`config.mk`:
```
export PLATFORM = sky130hd
export DESIGN_NAME = inst_fetch
export DESIGN_NICKNAME = d
export VERILOG_FILES = /design/src/rtl/fetch_pkg.sv /design/src/rtl/fetch_skid_fifo.sv /design/src/rtl/inst_fetch.sv
export SDC_FILE = /design/constraint.sdc
export NUM_CORES = 1
export LEC_CHECK = 0
export ABC_CLOCK_PERIOD_IN_PS = 5200
export CAP_MARGIN = 20
export CORE_MARGIN = 2
export CORE_UTILIZATION = 52
export DETAILED_ROUTE_END_ITERATION = 10
export PLACE_DENSITY_LB_ADDON = 0.25
export SYNTH_ARGS = -nofsm -noshare
export SYNTH_HDL_FRONTEND = slang
export SYNTH_SLANG_ARGS = --single-unit
```
`constraint.sdc`:
```
create_clock -name clk_50 -period 5.2 [get_ports clk_50]
set_clock_uncertainty 0.1 [all_clocks]
set_input_delay 1.04 -clock clk_50 [delete_from_list [all_inputs] [get_ports clk_50]]
set_output_delay 1.04 -clock clk_50 [all_outputs]
set_load 0.01 [all_outputs]
```
`src/rtl/fetch_pkg.sv`:
```
// Shared constants and the fetch entry carried from the ROM response to decode.
package fetch_pkg;
    localparam logic [31:0] RESET_PC = 32'h0000_0000;
    localparam logic [31:0] NOP_INST = 32'h0000_0013;

    typedef struct packed {
        logic [31:0] inst;
        logic [31:0] pc;
    } fetch_entry_t;
endpackage

```
`src/rtl/fetch_skid_fifo.sv`:
```
// Small circular FIFO that absorbs decode stalls; flush discards all entries.
module fetch_skid_fifo
    import fetch_pkg::*;
#(
    parameter  int DEPTH = 2,
    localparam int CW    = $clog2(DEPTH + 1),
    localparam int PW    = (DEPTH > 1) ? $clog2(DEPTH) : 1
) (
    input  logic          clk,
    input  logic          rst_n,
    input  logic          flush_i,
    input  logic          push_i,
    input  fetch_entry_t  din_i,
    input  logic          pop_i,
    output fetch_entry_t  head_o,
    output logic [CW-1:0] count_o
);
    fetch_entry_t  mem_q [DEPTH];
    logic [PW-1:0] rd_q, wr_q;
    logic [CW-1:0] cnt_q;

    function automatic logic [PW-1:0] ptr_inc(input logic [PW-1:0] p);
        return (p == PW'(DEPTH - 1)) ? '0 : p + 1'b1;
    endfunction

    always_ff @(posedge clk or negedge rst_n) begin
        if (!rst_n) begin
            rd_q  <= '0;
            wr_q  <= '0;
            cnt_q <= '0;
        end else if (flush_i) begin
            rd_q  <= '0;
            wr_q  <= '0;
            cnt_q <= '0;
        end else begin
            if (push_i) wr_q <= ptr_inc(wr_q);
            if (pop_i)  rd_q <= ptr_inc(rd_q);
            case ({push_i, pop_i})
                2'b10:   cnt_q <= cnt_q + 1'b1;
                2'b01:   cnt_q <= cnt_q - 1'b1;
                default: cnt_q <= cnt_q;
            endcase
        end
    end

    always_ff @(posedge clk) begin
        if (push_i && !flush_i) mem_q[wr_q] <= din_i;
    end

    // The issue credit rule must make a push into a full FIFO impossible.
    always_ff @(posedge clk) begin
        if (rst_n && !flush_i)
            assert (!(push_i && !pop_i && cnt_q == CW'(DEPTH)))
                else $error("fetch_skid_fifo overflow");
    end

    assign head_o  = mem_q[rd_q];
    assign count_o = cnt_q;
endmodule

```
`src/rtl/inst_fetch.sv`:
```
// Fetch stage: owns the PC and the single in-flight ROM read, feeds decode through a skid FIFO.
module inst_fetch #(
    parameter logic [31:0] RESET_PC     = fetch_pkg::RESET_PC,
    parameter int          DEPTH        = 2,
    parameter logic [31:0] NOP_INST     = fetch_pkg::NOP_INST,
    parameter bit          HALT_ON_ZERO = 1'b1
) (
    input  logic        clk_50,
    input  logic        rst_n,
    output logic [31:0] mem_addr,
    input  logic [31:0] mem_inst,
    output logic        inst_valid,
    input  logic        inst_ready,
    output logic [31:0] inst_o,
    output logic [31:0] pc_o,
    input  logic        redirect_valid,
    input  logic [31:0] redirect_pc,
    output logic        halted
);
    import fetch_pkg::*;

    localparam int CW = $clog2(DEPTH + 1);

    logic [31:0]   pc_q, pc_d, req_pc_q, req_pc_d;
    logic          inflight_q, inflight_d, halted_q, halted_d;
    logic [CW-1:0] count;
    logic [CW:0]   occ;
    logic          deq, issue, resp, zero_hit, push;
    fetch_entry_t  head, din;

    always_comb begin
        mem_addr = redirect_valid ? {redirect_pc[31:2], 2'b00} : pc_q;
        // A redirect voids any head handshake in the same cycle.
        deq      = inst_valid && inst_ready && !redirect_valid;
        occ      = (CW+1)'(count) + (CW+1)'(inflight_q) - (CW+1)'(deq);
        issue    = redirect_valid || (!halted_q && (occ < (CW+1)'(DEPTH)));
        resp     = inflight_q && !redirect_valid;
        zero_hit = HALT_ON_ZERO && resp && (mem_inst == 32'h0);
        push     = resp && !zero_hit;
        din      = '{inst: mem_inst, pc: req_pc_q};

        pc_d       = issue ? mem_addr + 32'd4 : pc_q;
        req_pc_d   = issue ? mem_addr : req_pc_q;
        inflight_d = issue && !zero_hit;
        halted_d   = halted_q;
        if (redirect_valid) halted_d = 1'b0;
        else if (zero_hit)  halted_d = 1'b1;
    end

    always_ff @(posedge clk_50 or negedge rst_n) begin
        if (!rst_n) begin
            pc_q       <= RESET_PC;
            req_pc_q   <= RESET_PC;
            inflight_q <= 1'b0;
            halted_q   <= 1'b0;
        end else begin
            pc_q       <= pc_d;
            req_pc_q   <= req_pc_d;
            inflight_q <= inflight_d;
            halted_q   <= halted_d;
        end
    end

    fetch_skid_fifo #(.DEPTH(DEPTH)) u_fifo (
        .clk     (clk_50),
        .rst_n   (rst_n),
        .flush_i (redirect_valid),
        .push_i  (push),
        .din_i   (din),
        .pop_i   (deq),
        .head_o  (head),
        .count_o (count)
    );

    assign inst_valid = (count != '0);
    assign inst_o     = inst_valid ? head.inst : NOP_INST;
    assign pc_o       = inst_valid ? head.pc : 32'h0;
    assign halted     = halted_q;
endmodule

```
==> reports/results.tsv, run 1 <==
stage	metric	value	unit
route	totalWireLength	19100	µm
logic_synthesis	synth_top_area_frac	0.445	
global_routing	grt.overflow.total	0	
critical_path	cp_max_fo	34	
critical_path	arrival	2.87	ns
power_and_ir_drop	p_per_area	412	nW/µm²
job	cap_violations	0	
clock_tree	numCtsBuffers	17	
layout	syn_to_final_growth	29.3	%
place	place_area	10500	µm²
route	initialDrtViolationCount	404	
floorplanning	num_rows	47	
floorplanning	coreArea	16400	µm²
clock_tree	cts_max_path_buffers	2	
layout	drive_gt1_frac	0.0763	
logic_synthesis	synth_seq_cells	196	
route	first_pass_iters	5	
timing	relSlewSlack	0.461	
clock_tree	cts-root-buf	clkbuf_16	
critical_path	critPathSlowestCell	mux2i_1	
timing	final-hold-violation-count	0	
route	drc_errors	0	
global_routing	grt_pass1_vias	6137	
place	io_buffers	163	
critical_path	endpoint_kind	primary output	
critical_path	path_class	in2out	
global_routing	antenna_found_initial	0	
logic_synthesis	syn_area_per_cell	12.3	µm²
route	wire_per_inst	17.4	µm
logic_synthesis	yosys_warnings	0	
logic_synthesis	synth_area	8640	µm²
global_routing	grt.total_usage	0.225	
route	drtAntennaViolNets	0	
logic_synthesis	yosysSeqAreaShare	0.642	
floorplanning	fp.dieW	133	µm
floorplanning	dieArea	17700	µm²
logic_synthesis	synth.largest_area_cell	edfxtp_1	
timing	worst_slew_pin_slew	0.806	ns
clock_tree	cts_tree	done	
layout	num-fill-cells	1176	
logic_synthesis	synth_fp_nets	771	
clock_tree	cts-htree-levels	4	
timing	min_period_over_period	0.771	
route	viasPerCell	5.49	
layout	final_cell_area	11200	µm²
timing	rsz0062_at_grt	false	
timing	min_period	4.01	ns
timing	finalSetupViolations	0	
global_routing	grt_max_degree	66	
global_routing	grt_pass1_wl	31200	µm
layout	final_cell_mix	clkdlybuf4s50_1 (161), edfxtp_1 (128), nor2_1 (120)	
timing	slew_violations	0	
clock_tree	path_clk_slew	0.07	ns
critical_path	critPathRequiredTime	4.06	ns
power_and_ir_drop	p_leak	4.14	nW
layout	diodes	0	
clock_tree	cts_sinks	196	
place	place_congestion	0.885	
layout	fin_nets	935	
clock_tree	cts_hold_buf	0	
clock_tree	cts_resized	0	
timing	tns	0	ns
floorplanning	initial_core_util	0.527	
critical_path	crit_chain	buf_2, buf_4, mux2i_1, inv_1, clkdlybuf4s50_1	
floorplanning	ios	166	
logic_synthesis	synth.distinct_cells	49	
logic_synthesis	netlist_instances	701	
place	dp_hpwl	13200	µm
clock_tree	clock_latency	0.43	ns
run_status	outcome	finished clean	
layout	layout_commonest_cell	clkdlybuf4s50_1	
worst_hold_path	min_path_type	reg2reg	
power_and_ir_drop	ir_drop	0.225	mV
logic_synthesis	synth_area_leaders	edfxtp_1 (44%), dfrtp_1 (20%), mux2i_1 (10%)	
critical_path	max_stage_delay	0.68	ns
floorplanning	die_h	133	µm
timing	fmax	249	MHz
route	vias	6026	
critical_path	worst-path-buf-inv	4	
critical_path	startpoint_type	input port	
critical_path	crit_family	buffers and inverters	
clock_tree	cts.repair_timing.setup_buffer_count	0	
==> logic make-up after synthesis <==
kind of cell / Yosys count / share of synthesized area
XOR/XNOR: 18 / 0.0182
AO/OA/AOI/OAI: 89 / 0.0633
AND/OR/NAND/NOR: 238 / 0.129
adder cells (fa/ha/maj): 2 / 0.00377
flip-flops: 196 / 0.642
multiplexers: 99 / 0.116
buffers and inverters: 59 / 0.0274
==> registers in the layout (all words and copies together), names as in the netlist <==
name,flops
u_fifo.mem_q,128
pc_q,32
req_pc_q,30
u_fifo.count_o,2
halted,1
inflight_q,1
u_fifo.rd_q,1
u_fifo.wr_q,1
==> power breakdown <==
group          total [mW]  internal [mW]  switching, mW
logic                1.07          0.509          0.564
registers            2.19           2.01          0.184
clock network        1.34          0.765          0.573
==> routing by layer <==
| layer | share of wire | vias to the layer above | track usage |
|---|---|---|---|
| li1 | - | 2882 | - |
| met5 | 0 | - | 0 |
| met1 | 0.43 | 2910 | 0.305 |
| met4 | 0.014 | 0 | 0.0729 |
| met2 | 0.49 | 210 | 0.368 |
| met3 | 0.065 | 24 | 0.0433 |
==> path summary, 6_finish.rpt <==
kind	startpoint	endpoint	slack, ns	cells past startpoint
worst max-delay path	redirect_valid	mem_addr[18]	1.19	5
min in group asynchronous	rst_n	pc_q[30]	0.51	1
max in group asynchronous	rst_n	pc_q[1]	3.47	2
worst min-delay path	req_pc_q[21]	u_fifo.mem_q[0][21]	0.37	0
worst max register to register	u_fifo.count_o[0]	req_pc_q[26]	1.97	8
worst min register to register	req_pc_q[21]	u_fifo.mem_q[0][21]	0.37	0
==> cell usage after synthesis, drive strengths merged <==
| master | number |
|---|---|
| edfxtp | 128 |
| nor2 | 124 |
| mux2i | 87 |
| dfrtp | 68 |
| a21oi | 44 |
| nand2 | 38 |
| inv | 26 |
| clkbuf | 21 |
| nand4 | 17 |
| xnor2 | 15 |
| buf | 12 |
| mux2 | 12 |
| nand3 | 12 |
| nor4 | 11 |
| o31ai | 11 |
| o21ai | 10 |
| nand4b | 8 |
| and3 | 7 |
| nor2b | 5 |
| nor3 | 5 |
| a211oi | 4 |
| and4 | 4 |
| a31oi | 3 |
| o21a | 3 |
| o31a | 3 |
| xor2 | 3 |
| a21o | 2 |
| nand2b | 2 |
| nand3b | 2 |
| a21boi | 1 |
| a221oi | 1 |
| a222oi | 1 |
| a22o | 1 |
| a22oi | 1 |
| and2 | 1 |
| fa | 1 |
| ha | 1 |
| nor3b | 1 |
| o211a | 1 |
| o211ai | 1 |
| o221a | 1 |
| o22ai | 1 |
| or4 | 1 |
==> metrics by stage <==
stage / hold slack, ns / setup slack [ns] / util / std cells / total power, mW
after CTS: 0.376 / 1.20 / 0.679 / 1097 / 4.64
after global routing: 0.397 / 1.01 / 0.681 / 1098 / 4.82
final: 0.371 / 1.19 / 0.681 / 1098 / 4.60
after detailed placement: 0.360 / 0.894 / 0.643 / 1065 / 3.29
after floorplan: 0.338 / 0.0517 / - / 701 / 2.77
after global placement: 0.352 / 1.00 / 0.643 / 1065 / 3.24
==> cell type report <==
type / count / area (µm²) / area share
Clock inverter: 14 / 175 / 0.0157
Timing Repair Buffer: 178 / 1750 / 0.156
Clock buffer: 18 / 429 / 0.0384
Tap cell: 220 / 275 / 0.0246
Inverter: 26 / 97.6 / 0.00874
Sequential cell: 196 / 5550 / 0.497
Multi-Input combinational cell: 446 / 2890 / 0.259
(Power assumes the default switching activity.)
==> run 2: changes to the inputs <==
- ABC_CLOCK_PERIOD_IN_PS: 5200 -> 3700
- clock period: 5.2 -> 3.7 ns (I/O delays scaled with it)
==> run 2 against run 1 <==
Against the previous run:
- sequential share of layout area fell by 0.75 points
- combinational power rose by 46%
- global-route usage barely moved
- count of clock-buffer cells in the layout rose by 1
- total power rose by 41%
- sequential power rose by 41%
- first-iteration DRC count fell by 12%
- worst hold slack got worse by 0.23 ns
- final cell count rose by 1.7%
==> reports/results.tsv, run 2 (same netlist as run 1, synthesis figures left out) <==
stage	metric	value	unit
run_status	outcome	finished clean	
layout	drive_gt1_frac	0.0992	
floorplanning	ios	166	
timing	worst_slew_pin_slew	0.680	ns
clock_tree	path_clk_slew	0.07	ns
timing	min_period	3.19	ns
power_and_ir_drop	ir_drop	0.368	mV
critical_path	reg2reg_to	pc_q[20]	
clock_tree	numCtsBuffers	17	
layout	syn_to_final_growth	31.2	%
critical_path	critPathSlowestCell	clkdlybuf4s50_1	
global_routing	grt_pass1_wl	30800	µm
floorplanning	die_h	133	µm
power_and_ir_drop	p_leak	4.25	nW
clock_tree	clock_latency	0.43	ns
global_routing	grt_max_degree	48	
job	cap_violations	0	
clock_tree	cts_sinks	196	
critical_path	endpoint_kind	primary output	
clock_tree	cts_max_path_buffers	2	
layout	top_regs	u_fifo.mem_q (128), pc_q (32), req_pc_q (30)	
layout	finalNonFillerCells	1117	
clock_tree	cts-htree-levels	4	
floorplanning	fp.dieW	133	µm
route	top_layer	met4	
clock_tree	cts_tree	done	
global_routing	grt.total_usage	0.225	
place	dp_cells	1085	
layout	multi_input_area	2900	µm²
timing	relSlewSlack	0.542	
route	totalWireLength	19200	µm
route	wl_met1	8390	µm
layout	largest_register	u_fifo.mem_q	
place	dp_hpwl	13600	µm
timing	finalSetupViolations	0	
timing	min_period_over_period	0.863	
route	first_pass_iters	5	
place	io_buffers	163	
route	routed-wl-met2	9340	µm
floorplanning	dieArea	17700	µm²
route	wire_per_inst	17.2	µm
route	routed-wl-met3	1220	µm
global_routing	antenna_found_initial	0	
route	drtAntennaViolNets	0	
global_routing	grt.overflow.total	0	
global_routing	grt_pass1_vias	6050	
timing	hold_ws	0.142	ns
clock_tree	cts-root-buf	clkbuf_16	
critical_path	crit_chain	buf_2, buf_4, mux2i_1, inv_1, clkdlybuf4s50_1	
layout	layout_commonest_cell	clkdlybuf4s50_1	
power_and_ir_drop	p_per_area	571	nW/µm²
critical_path	reg2reg_from	u_fifo.count_o[0]	
layout	diodes	0	
critical_path	cp_max_fo	12	
clock_tree	cts_hold_buf	0	
route	viasPerCell	5.44	
critical_path	max_stage_delay	0.51	ns
floorplanning	coreArea	16400	µm²
critical_path	startpoint_type	input port	
place	place_congestion	0.869	
layout	final_cell_mix	clkdlybuf4s50_1 (161), edfxtp_1 (128), nor2_1 (120)	
critical_path	path_class	in2out	
layout	largest_register_ff_count	128	
worst_hold_path	min_path_type	in2async	
clock_tree	cts_resized	0	
timing	slew_violations	0	
critical_path	r2r_cells	10	
critical_path	r2r_slack	0.91	ns
place	place_area	10700	µm²
route	vias	6076	
critical_path	arrival	2.35	ns
timing	rsz0062_at_grt	false	
critical_path	critPathRequiredTime	2.86	ns
route	initialDrtViolationCount	356	
layout	final_cell_area	11300	µm²
timing	final-hold-violation-count	0	
layout	regArea	5550	µm²
place	pre_cts_ws	0.156	ns
timing	worst_slack	0.505	ns
route	drc_errors	0	
floorplanning	initial_core_util	0.527	
timing	fmax	313	MHz
clock_tree	cts.repair_timing.setup_buffer_count	0	
layout	fin_nets	954	
layout	num-fill-cells	1162	
floorplanning	num_rows	47	
[run 2: per-layer routing]
layer  track usage  vias to the layer above
met2         0.371                      214
li1              -                     2916
met4        0.0633                        0
met5             0                        -
met1         0.303                     2928
met3        0.0479                       18
[run 2: power breakdown]
part | internal [mW] | switching, mW | total (mW)
Sequential | 2.82 | 0.266 | 3.09
Combinational | 0.761 | 0.796 | 1.56
Clock | 1.03 | 0.802 | 1.83
[run 2: critical path: cells and delay by family]
family	cells	cell delay [ns]
multiplexers	1	0.40
buffers and inverters	4	1.21
[run 2: metrics by stage]
step                utilization  total power [mW]  setup TNS (ns)
detailed placement        0.655              4.69               0
global route              0.691              6.80               0
finish                    0.691              6.47               0
CTS                       0.691              6.53               0
global placement          0.655              4.61               0
floorplan                     -              3.88          -12.97
[run 2: layout make-up]
cell class	instances	area share
clock buffers	19	0.0391
clock inverters	13	0.0130
inverters	26	0.00861
multi-input cells	446	0.256
flip-flops and latches	196	0.489
well taps	220	0.0243
repair buffers	197	0.170
[run 2: worst max path at each step]
stage	startpoint	to	slack, ns	cells after the start
after floorplan	redirect_valid	u_fifo.mem_q[0][0]	-0.10	6
after global placement	inst_ready	pc_q[23]	0.18	10
after detailed placement	inst_ready	pc_q[23]	0.16	10
after CTS	u_fifo.rd_q	inst_o[28]	0.49	4
after global routing	u_fifo.rd_q	pc_o[1]	0.42	4
final	redirect_valid	mem_addr[11]	0.51	5
